### config.mk
export PLATFORM = sky130hd
export DESIGN_NAME = fifo_grant_ctrl
export DESIGN_NICKNAME = d
export VERILOG_FILES = /design/src/rtl/fifo_grant_ctrl_pkg.sv /design/src/rtl/fifo_grant_fanout.sv /design/src/rtl/fifo_grant_ctrl.sv
export SDC_FILE = /design/constraint.sdc
export NUM_CORES = 1
export LEC_CHECK = 0
export CAP_MARGIN = 20
export CORE_MARGIN = 2
export CORE_UTILIZATION = 40
export DETAILED_ROUTE_END_ITERATION = 12
export PLACE_DENSITY = 0.81
export SLEW_MARGIN = 20
export SYNTH_ARGS = -nofsm -noshare
export SYNTH_HDL_FRONTEND = slang
export SYNTH_HIERARCHICAL = 1
export SYNTH_SLANG_ARGS = --single-unit
### constraint.sdc
create_clock -name clk -period 1.9 [get_ports clk]
set_input_delay 0.38 -clock clk [delete_from_list [all_inputs] [get_ports clk]]
set_output_delay 0.38 -clock clk [all_outputs]
set_load 0.005 [all_outputs]
### src/rtl/fifo_grant_ctrl_pkg.sv
// ============================================================================
// Module   : fifo_grant_ctrl_pkg
// Brief    : Shared constants for the FIFO burst grant controller.
// Revision : 1.0 - initial release
// ============================================================================
`default_nettype none

package fifo_grant_ctrl_pkg;

  localparam int NUM_FIFO      = 16;
  localparam int NUM_DOMAIN    = 4;
  localparam int DOMAIN_W      = 2;
  localparam int MAX_BURST_LEN = 16;

  localparam int STATE_W = 2;
  localparam logic [STATE_W-1:0] ST_IDLE  = 2'd0;
  localparam logic [STATE_W-1:0] ST_BURST = 2'd1;
  localparam logic [STATE_W-1:0] ST_GAP   = 2'd2;

  // True when a burst length/counter width pair is usable.
  function automatic logic burst_cfg_ok(input int len, input int cnt_w);
    return (len >= 1) && (len <= MAX_BURST_LEN) && ((1 << cnt_w) >= len);
  endfunction

endpackage

`default_nettype wire

### src/rtl/fifo_grant_fanout.sv
// ============================================================================
// Module   : fifo_grant_fanout
// Brief    : Steers the gated one-hot read vector onto the granted domain's
//            read-enable bus; all other domains stay at zero.
// Revision : 1.0 - initial release
// ============================================================================
`default_nettype none

module fifo_grant_fanout
  import fifo_grant_ctrl_pkg::*;
(
  input  logic [0:NUM_FIFO-1] re_vec,
  input  logic [DOMAIN_W-1:0] domain,
  output logic [0:NUM_FIFO-1] fifo_re_0,
  output logic [0:NUM_FIFO-1] fifo_re_1,
  output logic [0:NUM_FIFO-1] fifo_re_2,
  output logic [0:NUM_FIFO-1] fifo_re_3
);

  logic [0:NUM_FIFO-1] re_dom [NUM_DOMAIN];

  generate
    for (genvar d = 0; d < NUM_DOMAIN; d++) begin : g_dom
      assign re_dom[d] = (domain == DOMAIN_W'(d)) ? re_vec : '0;
    end
  endgenerate

  assign fifo_re_0 = re_dom[0];
  assign fifo_re_1 = re_dom[1];
  assign fifo_re_2 = re_dom[2];
  assign fifo_re_3 = re_dom[3];

endmodule

`default_nettype wire

### src/rtl/fifo_grant_ctrl.sv
// ============================================================================
// Module   : fifo_grant_ctrl
// Brief    : Captures the encoder's FIFO selection, holds it for a fixed-length
//            burst and issues one read-enable per acknowledged word.
//            Optional macro FIFO_GRANT_GAP_EN inserts a one-cycle GAP state
//            after each burst so FIFO empty flags settle before reselection.
// Revision : 1.0 - initial release
// ============================================================================
`default_nettype none

module fifo_grant_ctrl
  import fifo_grant_ctrl_pkg::*;
#(
  parameter int BURST_LEN = 4,
  parameter int CNT_W     = 4
)(
  input  logic                clk,
  input  logic                rst,
  input  logic [0:NUM_FIFO-1] fifo_sel,
  input  logic [DOMAIN_W-1:0] fifo_sel_domain,
  input  logic                ctrl_ready,
  input  logic                ctrl_ack,
  output logic                grant_valid,
  output logic [0:NUM_FIFO-1] grant_sel,
  output logic [DOMAIN_W-1:0] grant_domain,
  output logic                burst_last,
  output logic                busy,
  output logic [0:NUM_FIFO-1] fifo_re_0,
  output logic [0:NUM_FIFO-1] fifo_re_1,
  output logic [0:NUM_FIFO-1] fifo_re_2,
  output logic [0:NUM_FIFO-1] fifo_re_3
);

  localparam logic [CNT_W-1:0] LAST_CNT = CNT_W'(BURST_LEN - 1);
  localparam logic             CFG_OK   = burst_cfg_ok(BURST_LEN, CNT_W);

  logic [STATE_W-1:0]  state_q, state_d;
  logic [CNT_W-1:0]    cnt_q, cnt_d;
  logic [0:NUM_FIFO-1] grant_sel_q, grant_sel_d;
  logic [DOMAIN_W-1:0] grant_domain_q, grant_domain_d;

  logic                capture;
  logic                word_ack;
  logic                last_word;
  logic [0:NUM_FIFO-1] re_vec;

  assign capture   = (state_q == ST_IDLE) && (fifo_sel != '0) && ctrl_ready && CFG_OK;
  assign word_ack  = (state_q == ST_BURST) && ctrl_ack;
  assign last_word = (cnt_q == LAST_CNT);

  // State register
  always_ff @(posedge clk or posedge rst) begin
    if (rst) begin
      state_q        <= ST_IDLE;
      cnt_q          <= '0;
      grant_sel_q    <= '0;
      grant_domain_q <= '0;
    end else begin
      state_q        <= state_d;
      cnt_q          <= cnt_d;
      grant_sel_q    <= grant_sel_d;
      grant_domain_q <= grant_domain_d;
    end
  end

  // Next-state logic
  always_comb begin
    state_d = state_q;
    case (state_q)
      ST_IDLE: begin
        if (capture) state_d = ST_BURST;
      end
      ST_BURST: begin
        if (word_ack && last_word) begin
`ifdef FIFO_GRANT_GAP_EN
          state_d = ST_GAP;
`else
          state_d = ST_IDLE;
`endif
        end
      end
      ST_GAP:  state_d = ST_IDLE;
      default: state_d = ST_IDLE;
    endcase
  end

  // Burst counter and grant holding registers
  always_comb begin
    cnt_d          = cnt_q;
    grant_sel_d    = grant_sel_q;
    grant_domain_d = grant_domain_q;
    if (capture) begin
      grant_sel_d    = fifo_sel;
      grant_domain_d = fifo_sel_domain;
      cnt_d          = '0;
    end else if (word_ack) begin
      cnt_d = last_word ? '0 : cnt_q + 1'b1;
    end
    // Grant is dropped on every return to IDLE so the next selection starts clean.
    if ((state_d == ST_IDLE) && (state_q != ST_IDLE)) begin
      grant_sel_d    = '0;
      grant_domain_d = '0;
    end
  end

  // Outputs
  always_comb begin
    grant_valid  = (state_q == ST_BURST);
    busy         = (state_q != ST_IDLE);
    burst_last   = (state_q == ST_BURST) && last_word;
    grant_sel    = grant_sel_q;
    grant_domain = grant_domain_q;
    re_vec       = word_ack ? grant_sel_q : '0;
  end

  fifo_grant_fanout u_fanout (
    .re_vec    (re_vec),
    .domain    (grant_domain_q),
    .fifo_re_0 (fifo_re_0),
    .fifo_re_1 (fifo_re_1),
    .fifo_re_2 (fifo_re_2),
    .fifo_re_3 (fifo_re_3)
  );

endmodule

`default_nettype wire

==> impl_results.md <==
- Final hold vios: 0
- Initial antenna violation count: 0
- Met1 GRT Util: 29.3%
- PwrDens: 449 nW/um^2
- Total track usage: 21.0%
- Worst path buffer plus inverter count: 4
- YS warnings: 6
- CTS Buf Count: 3
- Worst hold-check path type: in -> async
- DIE WIDTH: 75.3 microns
- Gr busiest metal: met2
- I/O pins: 107
- Final setup fails: 59
- Register area: 603 sq um
- Global-route wire length before repair: 9310 microns
- Sequential share of power: 40.5%
- Via density: 4.98
- Die area: 5670 sq um
- Worst slack at placement: -618 ps
- Max-slew violations: 0
- Drt wl/cell: 15.0 microns
- Period utilization: 108%
- Core Box Area: 4820 sq um
- Failing checks: setup timing
- RSZ-0062 raised after global routing: true
- TritonRoute pass-1 iters: 4
- Layout area overhead: 58.8%
- Worst Path Max Fanout: 4
- Crit path DAT: 1680 ps
- Routability cong.: 0.803
- Syn Nets: 233
- Cell taking the most area after synthesis: dfrtp_1
- Clk slew on worst S/H paths: 80 ps
- Relative slew margins: 66.5%
- Most frequent CP cell: buf_6
- Drc violations: 0
- Initial Util: 42.2%
- Maximum vdd drop: 467 uV
- Vias in the first global route: 1908
- Worst Setup Start Kind: register
- H-tree depth: 1
- GRT met3 Usage: 3.17%
- Multi-input gate area: 1360 sq um
- Flops & latches, synth: 24
- Post-Syn Instances: 210
- Fmax: 486 MHz
- Met2 usage in global routing: 34.3%
- Grt total ovfl: 0
- Row count: 25
- Sequential cell area fraction in the yosys report: 29.5%
- Root buffer cell: clkbuf_8
- Combinational fraction of design power: 29.6%
- Worst skew pair latency: 260 ps
- CP max stage delay: 390 ps
- Synth top area share: 29.5%
- Critical Path End Type: output port
- DP HPWL: 4150 microns
- Leak pwr: 1.71 nW
- # diodes: 0
- Layout Nets: 355
- Fin crit period: 2060 ps
- Post-DRT Antenna Nets: 0
- Largest net degree at the start of global routing: 55
- Clock Power Share: 29.9%
- CP top delay family: simple AND/OR/NAND/NOR gates
- TritonCTS clock tree: built
- Critical path required time: 1520 ps
- Switch Pwr: 0.391 mW
- Hold-fix buffers, CTS: 0
- I/O Buffers: 106
- Critical Setup Path Class: reg -> out
- Fill count: 430
- Final Skew: 5.06 ps
- Initial DRC Count: 93
- Die Y: 75.3 microns
- Outcome: finished, violations left
- Netlist cell types: 32
- Max-Cap Viols: 0
- Ratio of cells with drive above 1 in the final layout: 50.2%
- Clock sink total: 24
- Total wire length: 5970 microns
- Most frequent cells in the layout: buf_2 (53), clkdlybuf4s50_1 (38), and3b_1 (32)
- Cell Chain, Critical Path: and3b_2 > buf_6 > buf_6 > buf_6 > and2_4 > nor3b_2 > buf_2
- Net Sw Frac: 27.0%
- Syn_area_per_cell: 9.68 sq um
- CP max-delay cell: dfrtp_1
- Worst setup slack after layout: -156 ps
- P_int: 1.06 mW
- Via count: 1983
- CTS Buffer Depth: 2
- Commonest non-fill, non-tap cell in the layout: buf_2
- Synth Cell Area: 2030 sq um
- Top post-synthesis cells by area: dfrtp_1 (30%), and3b_1 (14%), nor3b_2 (9.8%), buf_6 (6.6%), and2_1 (5.2%)
- Worst-Margin Slew: 502 ps
- Setup_tns: -4210 ps
[worst reg2reg max path, stage by stage (launching register included)]
cell	delay [ps]
dfrtp_1	390
ha_2	200
nor3b_4	160
buf_4	160
a31oi_4	450
nand2_1	100
o21ai_0	180
[cells by family (layout without fill, tap and decap cells)]
family | Yosys count | in the layout | synth area share (%)
mux | 2 | 2 | 0.985
fa+ha+maj | 1 | 1 | 0.615
flops | 24 | 24 | 29.5
simple gates | 137 | 137 | 51.2
compound gates | 21 | 21 | 7.51
buf+inv | 23 | 144 | 9.54
xor+xnor | 1 | 1 | 0.431
other cells | 1 | 1 | 0.184
[through the flow]
step / utilization [%] / instances / total power [mW] / cell area (sq um) / hold slack (ps)
floorplan: - / 210 / 0.799 / 2030 / 395
global placement: 65.6 / 379 / 0.976 / 3160 / 531
detailed placement: 65.6 / 379 / 0.982 / 3160 / 537
CTS: 66.3 / 397 / 1.46 / 3190 / 457
global route: 67.0 / 398 / 1.52 / 3230 / 511
finish: 67.0 / 398 / 1.45 / 3230 / 455
[per-layer routing]
metal	up-vias	part of all wire, %
met2	81	46
met3	4	8.0
li1	982	-
met5	-	0
met1	916	45
met4	0	0.52
[flip-flops by register name, summed over array words and instances, names as in the netlist]
name and flops:
cnt_q 4, grant_domain 2, grant_sel 16, state_q 2
[power groups by stage]
stage / clock (mW) / sequential, mW / combinational, mW
finish: 0.434 / 0.587 / 0.429
global route: 0.469 / 0.592 / 0.464
CTS: 0.445 / 0.586 / 0.427
detailed placement: 0 / 0.595 / 0.387
global placement: 0 / 0.594 / 0.381
floorplan: 0 / 0.591 / 0.208
[area by class of cell]
class,count,share of cell area (%)
multi-input combinational,163,42.0
clock buffer,3,1.28
timing repair buffer,138,34.3
tap,67,2.60
inverter,2,0.232
clock inverter,1,0.930
sequential,24,18.7
[timing repair]
| item | in CTS | in global routing |
|---|---|---|
| endpoints found under the hold margin | 0 | 0 |
| setup endpoints to repair | 85 | 65 |
| resized for setup | 294 | 20 |
| cloned | 1 | 0 |
| buffers inserted | 13 | 4 |
| pin swaps | 3 | 0 |
[Yosys cell counts]
master	instances
and3b_1	33
dfrtp_1	24
nand2_1	21
nand3_1	18
and2_1	17
and3_1	16
nor3b_2	16
buf_6	12
o21ai_2	10
o21ai_1	5
buf_4	4
nor2_1	4
nor4_4	4
clkbuf_1	3
o21ai_0	3
buf_2	2
inv_1	2
mux2i_1	2
a21o_1	1
a21oi_1	1
a31oi_2	1
and2_4	1
conb_1	1
ha_1	1
nand4_1	1
nand4_4	1
nand4b_1	1
nor2_4	1
nor2b_1	1
nor3b_1	1
or2_2	1
xor2_1	1
[final timing paths]
kind | slack, ps | endpoint | startpoint | depth (start not counted)
worst max register to register | 180 | grant_sel[1] | cnt_q[0] | 6
max in group asynchronous | 1190 | grant_domain[1] | rst | 3
worst max-delay path | -160 | fifo_re_0[4] | state_q[1] | 7
worst min-delay path | 460 | grant_sel[13] | rst | 3
worst min register to register | 550 | grant_sel[6] | grant_sel[6] | 2
min in group clk | 550 | grant_sel[6] | grant_sel[6] | 2
Power figures use the tool's default switching activity.
